==> config.mk <==
export PLATFORM = sky130hd
export DESIGN_NAME = stall_ctrl
export DESIGN_NICKNAME = d
export VERILOG_FILES = /design/src/rtl/stall_ctrl.sv
export SDC_FILE = /design/constraint.sdc
export NUM_CORES = 1
export LEC_CHECK = 0
export CAP_MARGIN = 20
export CORE_MARGIN = 10
export CORE_UTILIZATION = 50
export DETAILED_ROUTE_END_ITERATION = 10
export PLACE_DENSITY_LB_ADDON = 0.25
export SLEW_MARGIN = 20
export SYNTH_ARGS = -nofsm -noshare
export SYNTH_HDL_FRONTEND = slang
export SYNTH_SLANG_ARGS = --single-unit
==> constraint.sdc <==
create_clock -name clk -period 2.3 [get_ports clk]
set_clock_uncertainty 0.15 [all_clocks]
set_input_delay 0.23 -clock clk [delete_from_list [all_inputs] [get_ports clk]]
set_output_delay 0.23 -clock clk [all_outputs]
set_load 0.05 [all_outputs]
==> src/rtl/stall_ctrl.sv <==
// Central pipeline stall controller: load-use detection, multi-cycle EX op
// sequencing (req/ready with timeout) and merging of the memory-wait request.
//
// state | meaning
// IDLE  | no multi-cycle op in flight; launches when mc_req seen and memory ready
// BUSY  | multi-cycle unit working; pipeline held through EX
// DONE  | result available, EX op advances; held here while memory stalls
module stall_ctrl #(
  parameter int STALL_W    = 6,
  parameter int MC_TIMEOUT = 64,
  parameter int CNT_W      = 32
) (
  input  logic               clk,
  input  logic               rst,
  input  logic               stallreq_mem,
  input  logic [4:0]         id_rs,
  input  logic [4:0]         id_rt,
  input  logic               id_rs_ren,
  input  logic               id_rt_ren,
  input  logic               ex_load,
  input  logic [4:0]         ex_waddr,
  input  logic               mc_req,
  input  logic               mc_ready,
  output logic [STALL_W-1:0] stall,
  output logic               mc_start,
  output logic               mc_busy,
  output logic               load_use,
  output logic               mc_timeout,
  output logic [CNT_W-1:0]   stall_cycles
);

  localparam int TMR_W = (MC_TIMEOUT > 2) ? $clog2(MC_TIMEOUT) : 1;
  localparam logic [TMR_W-1:0] TMR_LAST = TMR_W'(MC_TIMEOUT - 1);

  localparam logic [STALL_W-1:0] STALL_MEM  = STALL_W'(6'b011111);
  localparam logic [STALL_W-1:0] STALL_MC   = STALL_W'(6'b001111);
  localparam logic [STALL_W-1:0] STALL_LOAD = STALL_W'(6'b000111);

  typedef enum logic [1:0] {
    IDLE = 2'd0,
    BUSY = 2'd1,
    DONE = 2'd2
  } state_t;

  state_t             state_q, state_d;
  logic [TMR_W-1:0]   timer_q, timer_d;
  logic               timeout_q, timeout_d;
  logic [CNT_W-1:0]   stall_cycles_q;

  logic hazard;
  logic start;
  logic busy;
  logic mc_stall;

  always_ff @(posedge clk or negedge rst) begin
    if (!rst) begin
      state_q        <= IDLE;
      timer_q        <= '0;
      timeout_q      <= 1'b0;
      stall_cycles_q <= '0;
    end else begin
      state_q   <= state_d;
      timer_q   <= timer_d;
      timeout_q <= timeout_d;
      if (stall != '0) stall_cycles_q <= stall_cycles_q + CNT_W'(1);
    end
  end

  always_comb begin
    state_d   = state_q;
    timer_d   = timer_q;
    timeout_d = timeout_q;
    start     = 1'b0;
    busy      = 1'b0;
    mc_stall  = 1'b0;
    hazard    = ex_load && (ex_waddr != 5'd0) &&
                ((id_rs_ren && (id_rs == ex_waddr)) ||
                 (id_rt_ren && (id_rt == ex_waddr)));
    unique case (state_q)
      IDLE: begin
        if (mc_req && !stallreq_mem) begin
          start    = 1'b1;
          mc_stall = 1'b1;
          timer_d  = '0;
          state_d  = BUSY;
        end
      end
      BUSY: begin
        busy     = 1'b1;
        mc_stall = 1'b1;
        timer_d  = timer_q + TMR_W'(1);
        // A ready on the final timer cycle wins over the timeout.
        if (mc_ready) begin
          state_d = DONE;
        end else if (timer_q == TMR_LAST) begin
          timeout_d = 1'b1;
          state_d   = DONE;
        end
      end
      DONE: begin
        if (!stallreq_mem) state_d = IDLE;
      end
      default: state_d = IDLE;
    endcase
  end

  // Outputs are forced quiet while reset is held, independent of inputs.
  always_comb begin
    stall = '0;
    if (rst) begin
      if (stallreq_mem)  stall = STALL_MEM;
      else if (mc_stall) stall = STALL_MC;
      else if (hazard)   stall = STALL_LOAD;
    end
  end

  assign mc_start     = rst & start;
  assign mc_busy      = rst & busy;
  assign load_use     = rst & hazard;
  assign mc_timeout   = timeout_q;
  assign stall_cycles = stall_cycles_q;

endmodule

==> results.json, run 1 <==
{
  "post_drt_wl_per_cell_um": 16.43,
  "status": "finished, final reports clean",
  "total_leakage_power_nw": 1.488,
  "synthesis.area_mm2": 0.002855,
  "finalWeightedCongestion": 0.8194,
  "dp_worst_setup_slack_ns": -0.1004,
  "cts.clk_slew.worst_paths_ns": 0.08,
  "timing.fmax_mhz": 439.3,
  "number_of_detailed_routing_iterations_run_before_antenna_repair": 4,
  "grt_antenna_before_repair": 0,
  "synth_cells": 341,
  "drt_drc_violations_left": 0,
  "synth_flop_cell": "dfrtp_1",
  "first_global_vias": 2913,
  "vias_per_cell": 5.968,
  "number_of_sinks_handled_by_clock_tree_synthesis": 41,
  "wl_um": 8134,
  "root_buffer": "clkbuf_8",
  "grt_first_pass_wirelength_um": 13580,
  "final_hold_viol_count": 0,
  "post-route-min-period_ns": 2.276,
  "critPathMaxFanout": 3,
  "layout.area.seq_mm2": 0.001028,
  "postSynthRegisterBits": 41,
  "cts.path.max_buffers": 2,
  "tightest_slew_ns": 0.5191,
  "post_synthesis_mean_instance_area_um2": 8.373,
  "critical_path.cell_chain": "clkdlybuf4s50_1 > or4_4 > o211a_4 > a21oi_4 > inv_2 > buf_6",
  "remaining_antenna_violation_count_after_routing": 0,
  "gr-total-overflow": 0,
  "via_count": 2954,
  "rows": 27,
  "final_clock_period_utilization_by_the_worst_path": 0.9896,
  "initial_utilization": 0.5154,
  "synth_warnings": 0,
  "drive_gt1_frac": 0.1702,
  "core_area_mm2": 0.005540,
  "power_density_mw_per_mm2": 1088,
  "worst-endpoint-arrival_ns": 1.90,
  "worstHoldPathType": "flop to flop",
  "num-fill-cells": 440,
  "syn_to_final_growth_pct": 36.46,
  "cts_made_buffers": 5,
  "critical_path.max_stage_delay_ns": 0.58,
  "multi_input_comb_area_mm2": 0.001715,
  "final.setup.worst_slack_ns": 0.02382,
  "timing.max_cap.violations": 0,
  "max-slew-margin-rel": 0.6529,
  "setup_tns_ns": 0,
  "critical_path_class": "input pin to output port",
  "die_area_mm2": 0.009133,
  "cp.required_ns": 1.92,
  "nNetsFinal": 447,
  "port_buffers": 63,
  "critical_path.slowest_cell": "or4_4",
  "hpwlAfterDp_um": 5771,
  "asyncSetResetFlopFracSynth": 1.000,
  "seq_area_frac_synth": 0.3593,
  "io-pin-count": 65,
  "number_of_flops_mapped_to_enable_cells_by_yosys": 0,
  "drt_iter0_markers": 221,
  "synthDistinctLibCells": 51,
  "num_antenna_cells": 0,
  "cts_max_level": 2,
  "synthesis.nets": 366,
  "clock_insertion_delay_worst_skew_ns": 0.30,
  "setup.worst_path.end_class": "output port",
  "finalMaxSlewViolations": 0,
  "finalSetupViolations": 0,
  "floorplan.die.width_um": 95.57,
  "max-vdd-ir-drop_mv": 0.5591,
  "tritoncts": "done",
  "grt_start_max_net_pins": 40,
  "setup.worst_path.start_class": "input pin",
  "fp.dieH_um": 95.57,
  "grt.total_usage": 0.1813
}
==> synth_stat cells (2+ instances only) <==
| cell | number | area [µm²] |
|---|---|---|
| nand2_1 | 38 | 142.6 |
| ha_1 | 2 | 25.02 |
| nor4_1 | 29 | 181.4 |
| o22ai_1 | 2 | 12.51 |
| dfrtp_1 | 41 | 1026 |
| o21ai_0 | 16 | 80.08 |
| o21a_1 | 5 | 37.54 |
| nor3_1 | 8 | 40.04 |
| nor3b_1 | 2 | 15.01 |
| inv_1 | 3 | 11.26 |
| nor2b_1 | 2 | 12.51 |
| a31oi_1 | 9 | 56.30 |
| nand3_1 | 24 | 120.1 |
| nand2b_1 | 2 | 12.51 |
| o211ai_1 | 15 | 112.6 |
| buf_6 | 2 | 22.52 |
| a21boi_0 | 3 | 22.52 |
| nor2_1 | 25 | 93.84 |
| buf_4 | 3 | 22.52 |
| nand4_1 | 10 | 62.56 |
| xnor2_1 | 24 | 210.2 |
| or3_1 | 3 | 18.77 |
| a221oi_2 | 3 | 45.04 |
| a21oi_1 | 13 | 65.06 |
| a211oi_1 | 3 | 22.52 |
| clkbuf_1 | 9 | 33.78 |
| and2_1 | 2 | 12.51 |
| a21o_1 | 3 | 22.52 |
| and3_1 | 4 | 25.02 |
| and4_1 | 6 | 52.55 |
| buf_2 | 10 | 50.05 |
==> worst max-delay path, delay by kind of cell <==
kind,cells,cell delay [ns]
AO/OA/AOI/OAI,2,0.42
AND/OR/NAND/NOR,1,0.58
buffers and inverters,3,0.65
==> flip-flops by register name, summed over array words and instances, names as in the netlist <==
register	count
timer_q	6
mc_timeout	1
stall_cycles	32
state_q	2
==> where the power goes <==
| part | internal (mW) | switching, mW |
|---|---|---|
| clock network | 0.354 | 0.269 |
| logic | 0.893 | 1.57 |
| registers | 0.897 | 0.251 |
==> repair_timing <==
action / CTS / global route
pin swaps: 2 / 0
setup endpoints to repair: 3 / 5
resized for setup: 4 / 4
hold buffers: 1 / 0
setup buffers: 3 / 0
endpoints found under the hold margin: 41 / 0
==> layout make-up <==
| class | count | share of cell area |
|---|---|---|
| Inverter | 4 | 0.003854 |
| Timing Repair Buffer | 99 | 0.2389 |
| Clock buffer | 7 | 0.02216 |
| Multi-Input combinational cell | 271 | 0.4403 |
| Clock inverter | 1 | 0.007707 |
| Sequential cell | 41 | 0.2640 |
| Tap cell | 72 | 0.02312 |
==> layout by cell type, fill, tap and decap left out, types with 3 or more instances in the layout <==
cell,synthesis,routed
a211oi_1,3,3
xnor2_1,24,24
a21boi_0,3,3
and3_1,4,4
buf_6,2,4
a31oi_1,9,9
nor3_1,8,8
a21o_1,3,3
buf_4,3,36
nand4_1,10,10
o211ai_1,15,15
clkbuf_8,0,6
nand3_1,24,24
nand2_1,38,38
nor2_1,25,25
dfrtp_1,41,39
and4_1,6,6
clkdlybuf4s50_1,0,54
nor4_1,29,29
a21oi_1,13,13
buf_12,0,3
o21ai_0,16,16
a221oi_2,3,3
or3_1,3,3
o21a_1,5,5
==> per-layer routing <==
layer | vias to the layer above | routed length, µm | part of all wire | GRT usage
met1 | 1409 | 3546 | 0.44 | 0.2129
met4 | 0 | 99 | 0.012 | 0.06020
met5 | - | 0 | 0 | 0
met3 | 10 | 604 | 0.074 | 0.05734
li1 | 1440 | - | - | -
met2 | 95 | 3884 | 0.48 | 0.3059
==> path summary, 6_finish.rpt <==
kind / startpoint / endpoint / slack [ns] / cells after the start
min: mc_timeout / mc_timeout / 0.32 / 1
max reg2reg: state_q[0] / stall_cycles[1] / 0.20 / 8
max: ex_waddr[1] / stall[0] / 0.02 / 6
min in group asynchronous: rst / mc_timeout / 0.41 / 3
min reg2reg: mc_timeout / mc_timeout / 0.32 / 1
max in group asynchronous: rst / stall_cycles[1] / 1.31 / 3
==> per-stage QoR <==
step	instances	hold WS, ns	power (mW)	util	cell area [µm²]
after floorplan	341	-0.2156	2.776	-	2864
after global placement	483	0.2142	3.527	0.6696	3710
after detailed placement	483	0.2277	3.576	0.6696	3710
after CTS	495	0.3238	4.223	0.6985	3870
after global routing	495	0.3324	4.516	0.7033	3896
final	495	0.3196	4.239	0.7033	3896
==> kinds of logic after synthesis <==
logic type / share of synthesized area
other cells: 0.001313
buf+inv: 0.05214
simple gates: 0.2984
flops: 0.3593
xor+xnor: 0.07669
mux: 0.003944
fa+ha+maj: 0.008763
compound gates: 0.1994
Note: power is estimated with default switching activity, not from simulation.
==> run 2, diff against run 1 <==
--- a/config.mk
+++ b/config.mk
@@ -5,11 +5,13 @@
 export SDC_FILE = /design/constraint.sdc
 export NUM_CORES = 1
 export LEC_CHECK = 0
+export ABC_CLOCK_PERIOD_IN_PS = 2300
 export CAP_MARGIN = 20
 export CORE_MARGIN = 10
 export CORE_UTILIZATION = 50
 export DETAILED_ROUTE_END_ITERATION = 10
 export PLACE_DENSITY_LB_ADDON = 0.25
+export SETUP_SLACK_MARGIN = 0.1
 export SLEW_MARGIN = 20
 export SYNTH_ARGS = -nofsm -noshare
 export SYNTH_HDL_FRONTEND = slang
==> run 2 against run 1 <==
- wire length decreased by 2.6%
- utilization decreased by 0.14 points
- sequential cell count unchanged
- sequential power about the same
- clock power decreased by 24%
- count of clock-buffer cells in the layout decreased by 2
- combinational power about the same
- via count increased by 0.20%
- design area decreased by 0.19%
- critical endpoint is now stall[2]
==> results.json, run 2 (synthesis results as in run 1) <==
{
  "status": "finished, final reports clean",
  "die_area_mm2": 0.009133,
  "worst_path_dominant_cell_family": "buffers and inverters",
  "number_of_detailed_routing_iterations_run_before_antenna_repair": 4,
  "io-pin-count": 65,
  "hpwlAfterDp_um": 5898,
  "post_drt_wl_per_cell_um": 16.08,
  "dp_worst_setup_slack_ns": -0.1255,
  "finalMaxSlewViolations": 0,
  "setup.worst_path.end_class": "output port",
  "critical_path_class": "input pin to output port",
  "number_of_sinks_handled_by_clock_tree_synthesis": 41,
  "cts.path.max_buffers": 2,
  "fp.dieH_um": 95.57,
  "core_area_mm2": 0.005540,
  "timing.max_cap.violations": 0,
  "cp.required_ns": 1.92,
  "final.setup.worst_slack_ns": 0.1559,
  "grt_setup_unrepaired": "true",
  "clock_power_share": 0.117,
  "tightest_slew_ns": 0.7669,
  "power_density_mw_per_mm2": 1047,
  "max-vdd-ir-drop_mv": 0.8734,
  "layout_commonest_cell": "clkdlybuf4s50_1",
  "worst-endpoint-arrival_ns": 1.76,
  "sequential_power_share": 0.284,
  "critPathMaxFanout": 3,
  "layoutNonFillerInstCount": 493,
  "cts_max_level": 2,
  "switchingPower_mw": 2.061,
  "wl_um": 7925,
  "remaining_antenna_violation_count_after_routing": 0,
  "p_sw_frac": 0.5060,
  "critical_path.cell_chain": "clkdlybuf4s50_1 > or4_4 > o211a_4 > a21oi_4 > inv_2 > buf_6",
  "layout.cells.most_common_list": "clkdlybuf4s50_1 (51), nand2_1 (38), dfrtp_1 (34), buf_4 (31), nor4_1 (29)",
  "critical_path.slowest_cell": "or4_4",
  "final_clock_period_utilization_by_the_worst_path": 0.9322,
  "tritoncts": "done",
  "vias_per_cell": 6.004,
  "num_antenna_cells": 0,
  "post-route-min-period_ns": 2.144,
  "floorplan.die.width_um": 95.57,
  "largest_register_ff_count": 32,
  "root_buffer": "clkbuf_8",
  "grt_start_max_net_pins": 28,
  "rows": 27,
  "dp_cells": 478,
  "cts_made_buffers": 5,
  "buf_inv_stages_crit_path": 3,
  "grt_first_pass_wirelength_um": 13210,
  "first_global_vias": 2718,
  "initial_utilization": 0.5154,
  "drive_gt1_frac": 0.1781,
  "clock_insertion_delay_worst_skew_ns": 0.30,
  "total_power_mw": 4.073,
  "via_count": 2960,
  "finalSetupViolations": 0,
  "grt.total_usage": 0.1778,
  "drt_iter0_markers": 205,
  "finalWeightedCongestion": 0.8283,
  "timing.fmax_mhz": 466.4,
  "combinationalPowerShare": 0.599,
  "setup.worst_path.start_class": "input pin",
  "critical_path.max_stage_delay_ns": 0.46,
  "final_hold_viol_count": 0,
  "max-slew-margin-rel": 0.4871,
  "nNetsFinal": 445,
  "internal_power_mw": 2.012,
  "gr-total-overflow": 0,
  "grt_antenna_before_repair": 0,
  "worstHoldPathType": "flop to flop",
  "cts.clk_slew.worst_paths_ns": 0.08,
  "port_buffers": 63,
  "syn_to_final_growth_pct": 36.20,
  "drt_drc_violations_left": 0,
  "total_leakage_power_nw": 1.476
}
## run 2: cell count changes in the layout (fill, tap and decap cells not counted), moves of 2 or more
cell             before  now
buf_12                3    5
buf_4                36   31
buf_6                 4    2
clkdlybuf4s50_1      54   51
clkinv_2              0    2
dfrtp_1              39   34
dfrtp_2               2    7
dlygate4sd2_1         0    3
dlygate4sd3_1         1    3
## run 2: through the flow
step                utilization  TNS (ns)  area [µm²]  hold WS (ns)
floorplan                     -         0        2870       -0.2156
global placement         0.6685   -0.6331        3704        0.1978
detailed placement       0.6685    -1.232        3704        0.1940
CTS                      0.6996         0        3876        0.3166
global route             0.7019         0        3889        0.3323
finish                   0.7019         0        3889        0.3127
## run 2: path summary, 6_finish.rpt
kind	end	slack [ns]	from	cells past startpoint
min	mc_timeout	0.31	mc_timeout	1
max reg2reg	stall_cycles[28]	0.26	stall_cycles[0]	7
min reg2reg	mc_timeout	0.31	mc_timeout	1
max	stall[2]	0.16	ex_waddr[1]	6
min in group asynchronous	timer_q[4]	0.57	rst	3
max in group asynchronous	stall_cycles[16]	0.84	rst	3
## run 2: repair_timing
item | in CTS | in global routing
gates resized for setup | 11 | 2
cloned | 0 | 0
hold endpoints to repair | 41 | 0
endpoints found under the setup margin | 4 | 10
setup buffers | 3 | 1
hold buffers | 3 | 0
pin swaps | 4 | 1
## run 2: power groups by stage
| stage | clock network [mW] | logic [mW] | registers (mW) |
|---|---|---|---|
| after floorplan | 0 | 1.14 | 1.65 |
| after global placement | 0 | 2.36 | 1.16 |
| after detailed placement | 0 | 2.41 | 1.16 |
| after global routing | 0.511 | 2.66 | 1.20 |
| final | 0.476 | 2.44 | 1.16 |
| after CTS | 0.489 | 2.44 | 1.15 |
## run 2: area by class of cell
cell class	instances	area, µm²
clock buffers	5	68.82
clock inverters	3	17.52
fillers	459	1652
inverters	4	15.01
multi-input cells	271	1720
flip-flops and latches	41	1035
well taps	72	90.09
repair buffers	97	942.2
## run 2: layer usage
layer	vias to the layer above	global-route usage	wire, µm
li1	1435	-	-
met1	1402	0.2244	3435
met2	115	0.2856	3648
met3	8	0.05813	740
met4	0	0.04668	100
met5	-	0	0
==> run 3, diff against run 2 <==
--- a/config.mk
+++ b/config.mk
@@ -7,8 +7,10 @@
 export LEC_CHECK = 0
 export ABC_CLOCK_PERIOD_IN_PS = 2300
 export CAP_MARGIN = 20
+export CELL_PAD_IN_SITES_DETAIL_PLACEMENT = 1
+export CELL_PAD_IN_SITES_GLOBAL_PLACEMENT = 1
 export CORE_MARGIN = 10
-export CORE_UTILIZATION = 50
+export CORE_UTILIZATION = 37
 export DETAILED_ROUTE_END_ITERATION = 10
 export PLACE_DENSITY_LB_ADDON = 0.25
 export SETUP_SLACK_MARGIN = 0.1
==> run 3 against run 2 <==
- clock power up 51%
- utilization down 16 points
- worst hold slack worse by 0.19 ns
- wire length up 24%
- via count up 1.5%
- die area up 27%
- sequential cell count unchanged
- global-route usage down 0.68 points
- count of clock-buffer cells in the layout unchanged
- non-clock buffer count up 2
- critical path depth unchanged
==> results.json, run 3 (synthesis results as in run 1) <==
{
  "status": "finished, final reports clean",
  "layout_commonest_cell": "clkdlybuf4s50_1",
  "remaining_antenna_violation_count_after_routing": 0,
  "final.setup.worst_slack_ns": 0.1946,
  "syn_to_final_growth_pct": 40.27,
  "setup.worst_path.start_class": "flop",
  "critical_path.cell_chain": "o21ba_2 > o21ai_4 > inv_4 > a21oi_4 > inv_2 > buf_6",
  "grt.total_usage": 0.1710,
  "largest_register_ff_count": 32,
  "io-pin-count": 65,
  "hpwlAfterDp_um": 7134,
  "finalSetupViolations": 0,
  "dp_worst_setup_slack_ns": -0.1444,
  "max-slew-margin-rel": 0.6448,
  "cts_max_level": 2,
  "first_global_vias": 3265,
  "number_of_sinks_handled_by_clock_tree_synthesis": 41,
  "final_hold_viol_count": 0,
  "tightest_slew_ns": 0.5311,
  "drt_drc_violations_left": 0,
  "drive_gt1_frac": 0.1986,
  "vias_per_cell": 5.753,
  "grt_first_pass_wirelength_um": 16520,
  "max-vdd-ir-drop_mv": 0.7282,
  "route.top_layer_used": "met4",
  "post-route-min-period_ns": 2.105,
  "total_leakage_power_nw": 1.523,
  "critical_path.slowest_cell": "dfrtp_2",
  "timing.fmax_mhz": 475.0,
  "multi_input_comb_area_mm2": 0.001749,
  "cp.required_ns": 1.92,
  "critical_path_class": "flop to output port",
  "critPathMaxFanout": 7,
  "num-fill-cells": 869,
  "finalMaxSlewViolations": 0,
  "port_buffers": 63,
  "num_antenna_cells": 0,
  "rows": 31,
  "final_util": 0.5435,
  "layout.area.seq_mm2": 0.001037,
  "via_count": 3003,
  "grt_start_max_net_pins": 31,
  "drt_iter0_markers": 125,
  "routedLengthMet1_um": 4346,
  "final_clock_period_utilization_by_the_worst_path": 0.9154,
  "gr-total-overflow": 0,
  "root_buffer": "clkbuf_8",
  "tritoncts": "done",
  "met3WireLength_um": 565,
  "cts_made_buffers": 5,
  "grt_antenna_before_repair": 0,
  "timing.reg2reg.setup_slack_ns": 0.21,
  "initial_utilization": 0.3874,
  "cts.path.max_buffers": 2,
  "grt_setup_unrepaired": "true",
  "wl_met2_um": 4850,
  "wl_um": 9823,
  "core_area_mm2": 0.007370,
  "clock_insertion_delay_worst_skew_ns": 0.31,
  "fp.dieH_um": 107.8,
  "die_area_mm2": 0.01163,
  "critical_path.max_stage_delay_ns": 0.46,
  "finalWeightedCongestion": 0.8026,
  "floorplan.die.width_um": 107.8,
  "post_drt_wl_per_cell_um": 18.82,
  "layout.cells.most_common_list": "clkdlybuf4s50_1 (50), nand2_1 (38), buf_4 (35), dfrtp_1 (32), nor4_1 (26)",
  "number_of_detailed_routing_iterations_run_before_antenna_repair": 4,
  "total_power_mw": 4.453,
  "power_density_mw_per_mm2": 1112,
  "nNetsFinal": 447,
  "timing.max_cap.violations": 0,
  "setup.worst_path.end_class": "output port",
  "worst-endpoint-arrival_ns": 1.73,
  "worstHoldPathType": "input pin to async pin",
  "cts.clk_slew.worst_paths_ns": 0.09
}
-- run 3: report_power, final --
group          total [mW]  switching, mW  internal (mW)
logic                2.53           1.60          0.924
clock network       0.719          0.288          0.432
registers            1.21          0.305          0.904
-- run 3: metrics by stage --
step / hold slack (ns) / std cells / setup TNS, ns / area [µm²]
2_1_floorplan: -0.2156 / 341 / 0 / 2870
3_3_place_gp: 0.2814 / 507 / -0.2763 / 3740
3_5_place_dp: 0.2872 / 507 / -1.115 / 3740
4_1_cts: 0.3374 / 519 / 0 / 3950
5_1_grt: 0.1866 / 522 / 0 / 4005
6_report: 0.1179 / 522 / 0 / 4005
-- run 3: metal layers --
layer,GRT usage,up-vias
met2,0.2918,62
met4,0.03244,0
met5,0,-
met1,0.2054,1508
met3,0.05569,7
li1,-,1426
-- run 3: timing repair --
action,in CTS,in global routing
hold endpoints to repair,41,0
gates resized for setup,12,10
buffers inserted,2,3
pin swaps,4,6
endpoints found under the setup margin,4,11
hold buffers,2,0
-- run 3: layout make-up --
class                      count  share of cell area
clock buffer                   5             0.01718
clock inverter                 3             0.01624
inverter                       4            0.004374
multi-input combinational    271              0.4367
sequential                    41              0.2590
tap                           99             0.03093
timing repair buffer          99              0.2356
-- run 3: critical path, delay by kind of cell (launching register included) --
family / cells / cell delay [ns]
DFF: 1 / 0.46
AOI/OAI and AO/OA: 3 / 0.61
buffers and inverters: 3 / 0.36
-- run 3: path summary, 6_finish.rpt --
| check | endpoint | startpoint | cells past startpoint |
|---|---|---|---|
| setup / recovery | stall[0] | state_q[0] | 6 |
| hold / removal | timer_q[4] | rst | 3 |
| setup reg to reg | stall_cycles[20] | stall_cycles[0] | 7 |
| hold reg to reg | mc_timeout | mc_timeout | 1 |
| max in group asynchronous | stall_cycles[0] | rst | 3 |
| min in group clk | mc_timeout | mc_timeout | 1 |
